`src/rtl/ps2_pkg.sv`:
```
// rtl/ps2_pkg.sv - shared PS/2 constants and frame-state encoding
package ps2_pkg;

  localparam logic [7:0] PS2_BREAK = 8'hF0;
  localparam logic [7:0] PS2_EXT   = 8'hE0;

  typedef enum logic [1:0] {
    IDLE   = 2'd0,
    DATA   = 2'd1,
    PARITY = 2'd2,
    STOP   = 2'd3
  } frame_state_t;

endpackage

```
`src/rtl/ps2_frame_rx.sv`:
```
// rtl/ps2_frame_rx.sv - PS/2 line synchroniser, frame FSM and inter-bit timeout
module ps2_frame_rx
  import ps2_pkg::*;
#(
  parameter int SYNC_STAGES    = 2,
  parameter int TIMEOUT_CYCLES = 50000
) (
  input  logic       clock,
  input  logic       reset_signal,
  input  logic       ps2_clk,
  input  logic       ps2_data,
  output logic       byte_rdy,
  output logic [7:0] rx_byte,
  output logic       frame_error
);

  localparam int TW = $clog2(TIMEOUT_CYCLES + 1);
  localparam logic [TW-1:0] TIMER_LAST = TW'(TIMEOUT_CYCLES - 1);

  logic [SYNC_STAGES-1:0] clk_sync;
  logic [SYNC_STAGES-1:0] data_sync;
  logic                   clk_prev;
  logic                   sync_clk;
  logic                   data_bit;
  logic                   fall;
  logic                   timed_out;
  logic                   frame_good;

  frame_state_t           state;
  logic [2:0]             cnt;
  logic [7:0]             shift;
  logic                   parity_bit;
  logic [TW-1:0]          timer;

  assign sync_clk   = clk_sync[SYNC_STAGES-1];
  assign data_bit   = data_sync[SYNC_STAGES-1];
  assign fall       = clk_prev & ~sync_clk;
  assign timed_out  = (state != IDLE) && !fall && (timer == TIMER_LAST);
  assign frame_good = data_bit && (^{shift, parity_bit});
  assign rx_byte    = shift;

  // Strobes are combinational so the top can register them on the very next edge.
  always_comb begin
    byte_rdy    = 1'b0;
    frame_error = 1'b0;
    if (fall) begin
      case (state)
        IDLE:    frame_error = data_bit;
        STOP:    begin
          byte_rdy    = frame_good;
          frame_error = !frame_good;
        end
        default: ;
      endcase
    end else if (timed_out) begin
      frame_error = 1'b1;
    end
  end

  always_ff @(posedge clock) begin
    if (reset_signal) begin
      clk_sync   <= '1;
      data_sync  <= '1;
      clk_prev   <= 1'b1;
      state      <= IDLE;
      cnt        <= 3'd0;
      shift      <= 8'h00;
      parity_bit <= 1'b0;
      timer      <= '0;
    end else begin
      clk_sync  <= {clk_sync[SYNC_STAGES-2:0], ps2_clk};
      data_sync <= {data_sync[SYNC_STAGES-2:0], ps2_data};
      clk_prev  <= sync_clk;

      if (state == IDLE || fall || timed_out) begin
        timer <= '0;
      end else begin
        timer <= timer + 1'b1;
      end

      if (timed_out) begin
        state <= IDLE;
      end else if (fall) begin
        case (state)
          IDLE: begin
            if (!data_bit) begin
              state <= DATA;
              cnt   <= 3'd0;
            end
          end
          DATA: begin
            shift[cnt] <= data_bit;
            if (cnt == 3'd7) begin
              state <= PARITY;
            end else begin
              cnt <= cnt + 3'd1;
            end
          end
          PARITY: begin
            parity_bit <= data_bit;
            state      <= STOP;
          end
          STOP: state <= IDLE;
          default: state <= IDLE;
        endcase
      end
    end
  end

endmodule

```
`src/rtl/ps2_key_decoder.sv`:
```
// rtl/ps2_key_decoder.sv - PS/2 make-code decoder presenting each keypress for one clock
module ps2_key_decoder
  import ps2_pkg::*;
#(
  parameter int         SYNC_STAGES    = 2,
  parameter int         TIMEOUT_CYCLES = 50000,
  parameter logic [7:0] IDLE_CODE      = 8'h00,
  parameter bit         DROP_EXTENDED  = 1'b0
) (
  input  logic       clock,
  input  logic       reset_signal,
  input  logic       ps2_clk,
  input  logic       ps2_data,
  output logic [7:0] user_input,
  output logic       key_valid,
  output logic       extended,
  output logic       frame_error
);

  logic       byte_rdy;
  logic [7:0] rx_byte;
  logic       rx_error;
  logic       brk;
  logic       ext;

  ps2_frame_rx #(
    .SYNC_STAGES   (SYNC_STAGES),
    .TIMEOUT_CYCLES(TIMEOUT_CYCLES)
  ) u_frame_rx (
    .clock       (clock),
    .reset_signal(reset_signal),
    .ps2_clk     (ps2_clk),
    .ps2_data    (ps2_data),
    .byte_rdy    (byte_rdy),
    .rx_byte     (rx_byte),
    .frame_error (rx_error)
  );

  // Outputs default back to idle every clock so a key is never presented twice.
  always_ff @(posedge clock) begin
    if (reset_signal) begin
      brk         <= 1'b0;
      ext         <= 1'b0;
      user_input  <= IDLE_CODE;
      key_valid   <= 1'b0;
      extended    <= 1'b0;
      frame_error <= 1'b0;
    end else begin
      user_input  <= IDLE_CODE;
      key_valid   <= 1'b0;
      extended    <= 1'b0;
      frame_error <= rx_error;

      if (rx_error) begin
        brk <= 1'b0;
        ext <= 1'b0;
      end else if (byte_rdy) begin
        if (rx_byte == PS2_BREAK) begin
          brk <= 1'b1;
        end else if (rx_byte == PS2_EXT) begin
          ext <= 1'b1;
        end else if (brk) begin
          brk <= 1'b0;
          ext <= 1'b0;
        end else begin
          ext <= 1'b0;
          if (!(ext && DROP_EXTENDED)) begin
            key_valid  <= 1'b1;
            user_input <= rx_byte;
            extended   <= ext;
          end
        end
      end
    end
  end

endmodule

```
`config.mk`:
```
export PLATFORM = sky130hd
export DESIGN_NAME = ps2_key_decoder
export DESIGN_NICKNAME = d
export VERILOG_FILES = /design/src/rtl/ps2_pkg.sv /design/src/rtl/ps2_frame_rx.sv /design/src/rtl/ps2_key_decoder.sv
export SDC_FILE = /design/constraint.sdc
export NUM_CORES = 1
export LEC_CHECK = 0
export BUFFER_PORTS_ARGS = -buffer_cell sky130_fd_sc_hd__buf_2
export CAP_MARGIN = 10
export CELL_PAD_IN_SITES_DETAIL_PLACEMENT = 1
export CELL_PAD_IN_SITES_GLOBAL_PLACEMENT = 1
export CORE_ASPECT_RATIO = 0.75
export CORE_UTILIZATION = 27
export CTS_CLUSTER_SIZE = 10
export DETAILED_ROUTE_END_ITERATION = 8
export GPL_TIMING_DRIVEN = 0
export PLACE_DENSITY_LB_ADDON = 0.3
export SLEW_MARGIN = 10
export SYNTH_ARGS = -nofsm -noshare
export SYNTH_HDL_FRONTEND = slang
export SYNTH_HIERARCHICAL = 1
export SYNTH_SLANG_ARGS = --single-unit
```
`constraint.sdc`:
```
create_clock -name clock -period 3.1 [get_ports clock]
set_clock_uncertainty 0.1 [all_clocks]
set_input_delay 0.31 -clock clock [delete_from_list [all_inputs] [get_ports clock]]
set_output_delay 0.31 -clock clock [all_outputs]
set_load 0.1 [all_outputs]
```
==> impl_table.tex <==
\begin{tabular}{lr}
\hline
Metric & Value \\
\hline
\multicolumn{2}{l}{\textbf{Outcome}} \\
\quad Result of the run & completed \\
\multicolumn{2}{l}{\textbf{Logic synthesis}} \\
\quad Avg Synthesized Cell Area & 9.69 µm² \\
\quad Portion of the post-synthesis area used by sequential elements & 45.1\% \\
\quad Post-synthesis cell type count & 45 \\
\quad Most frequently used flop master after synthesis & sky130\_fd\_sc\_hd\_\_dfxtp\_1 \\
\quad Synthesized netlist cell count & 220 \\
\quad \#FFs+latches synth & 48 \\
\quad Synthesized Nets & 231 \\
\quad Async S/R FF share, synth & 0\% \\
\quad Mapped cell area & 2130 µm² \\
\quad Number of synthesized flops with an enable pin & 0 \\
\quad Warnings from Yosys & 6 \\
\multicolumn{2}{l}{\textbf{Die}} \\
\quad Starting utilization of the core area & 28.4\% \\
\quad Y dimension of the die & 78.9 µm \\
\quad Floorplan Core Area & 7500 µm² \\
\quad I/O pin total & 15 \\
\quad Die footprint & 8260 µm² \\
\quad Rows & 27 \\
\quad Die W & 105 µm \\
\multicolumn{2}{l}{\textbf{Routing}} \\
\quad Via density & 4.41 \\
\quad Total wire length after detailed routing & 4300 µm \\
\quad Antenna-violating nets left & 0 \\
\quad DR vias & 1513 \\
\quad Routed length per instance & 12.5 µm \\
\quad Detailed router's first-iteration violation count & 41 \\
\quad Number of detailed-routing iterations run before antenna repair & 3 \\
\quad Detailed-route DRC error count & 0 \\
\multicolumn{2}{l}{\textbf{Timing}} \\
\quad Max Slew Vio Count & 0 \\
\quad Count of endpoints failing setup in the final report & 0 \\
\quad Achievable frequency & 413 MHz \\
\quad RSZ-0062 raised after global routing & false \\
\quad Final worst path period share & 78.2\% \\
\quad Hold violation count in the final report & 0 \\
\quad Setup TNS & 0 ps \\
\quad Final critical path time including I/O delays and setup & 2420 ps \\
\quad Worst slew margin & 65.2\% \\
\quad Final worst setup slack & 676 ps \\
\quad Tightest Pin Transition & 517 ps \\
\multicolumn{2}{l}{\textbf{Global route}} \\
\quad Global route overflow & 0 \\
\quad Global-route wire length before repair & 7490 µm \\
\quad Antenna violations before repair & 0 \\
\quad All-Layer GR Usage & 11.6\% \\
\quad Via count of the first global-routing pass & 1459 \\
\quad Largest net degree at the start of global routing & 16 \\
\multicolumn{2}{l}{\textbf{Clock network}} \\
\quad Hold\_buf cts & 0 \\
\quad Post-CTS repair timing setup buffer count & 0 \\
\quad H-Tree Level Count & 2 \\
\quad Master cell of the clock root buffer & sky130\_fd\_sc\_hd\_\_clkbuf\_8 \\
\quad Count of cells resized by post-cts repair & 0 \\
\quad Maximum buffer depth of the clock tree & 2 \\
\quad Clock sink total & 48 \\
\quad Clock latency on the worst-skew pair & 300 ps \\
\quad TritonCTS clock tree & done \\
\quad Number of CTS-inserted buffers & 5 \\
\quad Clock-pin slew on the worst setup and hold paths & 90 ps \\
\multicolumn{2}{l}{\textbf{Setup path}} \\
\quad Critical path's most frequent cell & sky130\_fd\_sc\_hd\_\_xor2\_1 \\
\quad Crit Path Class & flip-flop to flip-flop \\
\quad Arrival @ worst endpoint & 2570 ps \\
\quad Cell chain of the critical path & xor2\_1, xnor3\_1, xor2\_1, nor2\_1, inv\_1, nor4\_1, and2\_1 \\
\quad Endpoint required time on the critical path & 3250 ps \\
\quad Library cell contributing the largest single delay on the critical path & sky130\_fd\_sc\_hd\_\_nor4\_1 \\
\quad CP max stage delay & 500 ps \\
\quad Worst Setup End Kind & flip-flop \\
\quad Sort of element at the start of the critical path & flip-flop \\
\quad Maximum fanout along the worst path & 4 \\
\multicolumn{2}{l}{\textbf{Layout}} \\
\quad Leading cell types in the layout, fill and taps excluded & 48 x sky130\_fd\_sc\_hd\_\_dfxtp\_1, 26 x sky130\_fd\_sc\_hd\_\_nor2\_1, 16 x sky130\_fd\_sc\_hd\_\_nand2\_1, 15 x sky130\_fd\_sc\_hd\_\_buf\_2 \\
\quad Area Growth Syn to Fin & 14.9\% \\
\quad Storage cell area & 961 µm² \\
\quad Inserted Diodes & 0 \\
\quad Area taken by multi-input logic gates & 1090 µm² \\
\quad Share of layout cells above drive strength 1 & 16.5\% \\
\quad Most frequent standard cell in the layout excluding fill and tap cells & sky130\_fd\_sc\_hd\_\_dfxtp\_1 \\
\quad Layout Utilization & 32.6\% \\
\quad Nets & 252 \\
\quad Filler instances & 886 \\
\multicolumn{2}{l}{\textbf{Power}} \\
\quad Relative contribution of the clock network to total power & 42.6\% \\
\quad Combinational group share of total power & 2.3\% \\
\quad Power spent charging and discharging nets & 0.235 mW \\
\quad Switching fraction of total power & 20.9\% \\
\quad Share of total power in sequential cells & 55.1\% \\
\quad Leakage power total & 0.935 nW \\
\quad Int Pwr & 0.893 mW \\
\quad Peak supply drop & 0.203 mV \\
\quad Cell Pwr Density & 461 nW/µm² \\
\multicolumn{2}{l}{\textbf{Place}} \\
\quad Global placer's final weighted congestion & 0.750 \\
\quad DP HPWL & 3130 µm \\
\quad Worst Setup Slack post-DPL & 652 ps \\
\quad Port Buf Inserts & 14 \\
\multicolumn{2}{l}{\textbf{Worst hold path}} \\
\quad Type of the tightest min-delay check & primary input to flip-flop \\
\multicolumn{2}{l}{\textbf{Job}} \\
\quad Max\_cap viols & 0 \\
\hline
\end{tabular}
## worst paths after layout
check	startpoint	to	slack [ps]	depth (start not counted)
setup reg to reg	u_frame_rx/rx_byte[3]	user_input[1]	680	7
setup / recovery	u_frame_rx/rx_byte[3]	user_input[1]	680	7
hold / removal	ps2_clk	u_frame_rx/clk_sync[0]	90	2
hold reg to reg	u_frame_rx/data_sync[0]	u_frame_rx/data_sync[1]	320	1
## power groups by stage
stage	Sequential, mW	Clock, mW	Combinational, mW
after floorplan	0.638	0	0.0154
after global placement	0.636	0	0.0254
after detailed placement	0.636	0	0.0258
after CTS	0.622	0.502	0.0260
after global routing	0.622	0.538	0.0287
final	0.622	0.481	0.0255
## critical path, delay by kind of cell, from the launching register on
family	cells	cell delay [ps]
flops	1	400
simple gates	3	910
buf+inv	1	140
xor+xnor	3	820
## cell families after synthesis
logic type                 Yosys count  synth area share (%)
xor gates and xnor gates            18                  8.75
and+or+nand+nor                    105                  28.1
buffers and inverters               14                  3.64
DFF                                 48                  45.1
AOI/OAI and AO/OA                   19                  6.05
muxes                                9                  4.23
adders and majority gates            7                  4.11
## state kept, by name, summed over array words and instances, names as in the netlist
name,count
brk,1
u_frame_rx/timer,16
u_frame_rx/cnt,3
u_frame_rx/clk_sync,2
user_input,8
u_frame_rx/parity_bit,1
u_frame_rx/rx_byte,8
frame_error,1
u_frame_rx/data_sync,2
ext,1
u_frame_rx/state,2
extended,1
key_valid,1
u_frame_rx/clk_prev,1
## Yosys cell counts (3+ instances only)
cell type,instances,share of area (%)
sky130_fd_sc_hd__o21ai_0,3,0.70
sky130_fd_sc_hd__ha_1,7,4.1
sky130_fd_sc_hd__nor3b_1,5,1.8
sky130_fd_sc_hd__clkbuf_1,6,1.1
sky130_fd_sc_hd__xor2_1,10,4.1
sky130_fd_sc_hd__dfxtp_1,48,45
sky130_fd_sc_hd__and2_1,9,2.6
sky130_fd_sc_hd__nor4_1,4,1.2
sky130_fd_sc_hd__nor2_1,26,4.6
sky130_fd_sc_hd__nand2_1,16,2.8
sky130_fd_sc_hd__xnor2_1,6,2.5
sky130_fd_sc_hd__or2_2,7,2.1
sky130_fd_sc_hd__mux2i_1,9,4.2
sky130_fd_sc_hd__a21oi_1,10,2.3
sky130_fd_sc_hd__nand3_1,10,2.3
sky130_fd_sc_hd__inv_1,5,0.88
## stage by stage
| stage | hold WS (ps) | area (µm²) | power (mW) | std cells |
|---|---|---|---|---|
| CTS | 80.8 | 2450 | 1.15 | 343 |
| global route | 76.1 | 2450 | 1.19 | 343 |
| finish | 94.7 | 2450 | 1.13 | 343 |
| floorplan | 289 | 2130 | 0.653 | 220 |
| global placement | 294 | 2330 | 0.661 | 335 |
| detailed placement | 303 | 2330 | 0.662 | 335 |
## layer usage
| layer | part of all wire, % | global-route usage [%] |
|---|---|---|
| met1 | 58 | 17.9 |
| met2 | 38 | 15.0 |
| met3 | 2.7 | 2.79 |
| met4 | 1.2 | 4.65 |
| met5 | 0 | 0 |
## cell type report
cell class,count,share of cell area (%)
multi-input cells,158,44.6
plain buffers,9,2.40
repair buffers,14,2.86
inverters,5,0.766
clock inverters,2,1.58
well taps,101,5.16
flip-flops and latches,48,39.2
clock buffers,6,3.37
Power figures use the tool's default switching activity.
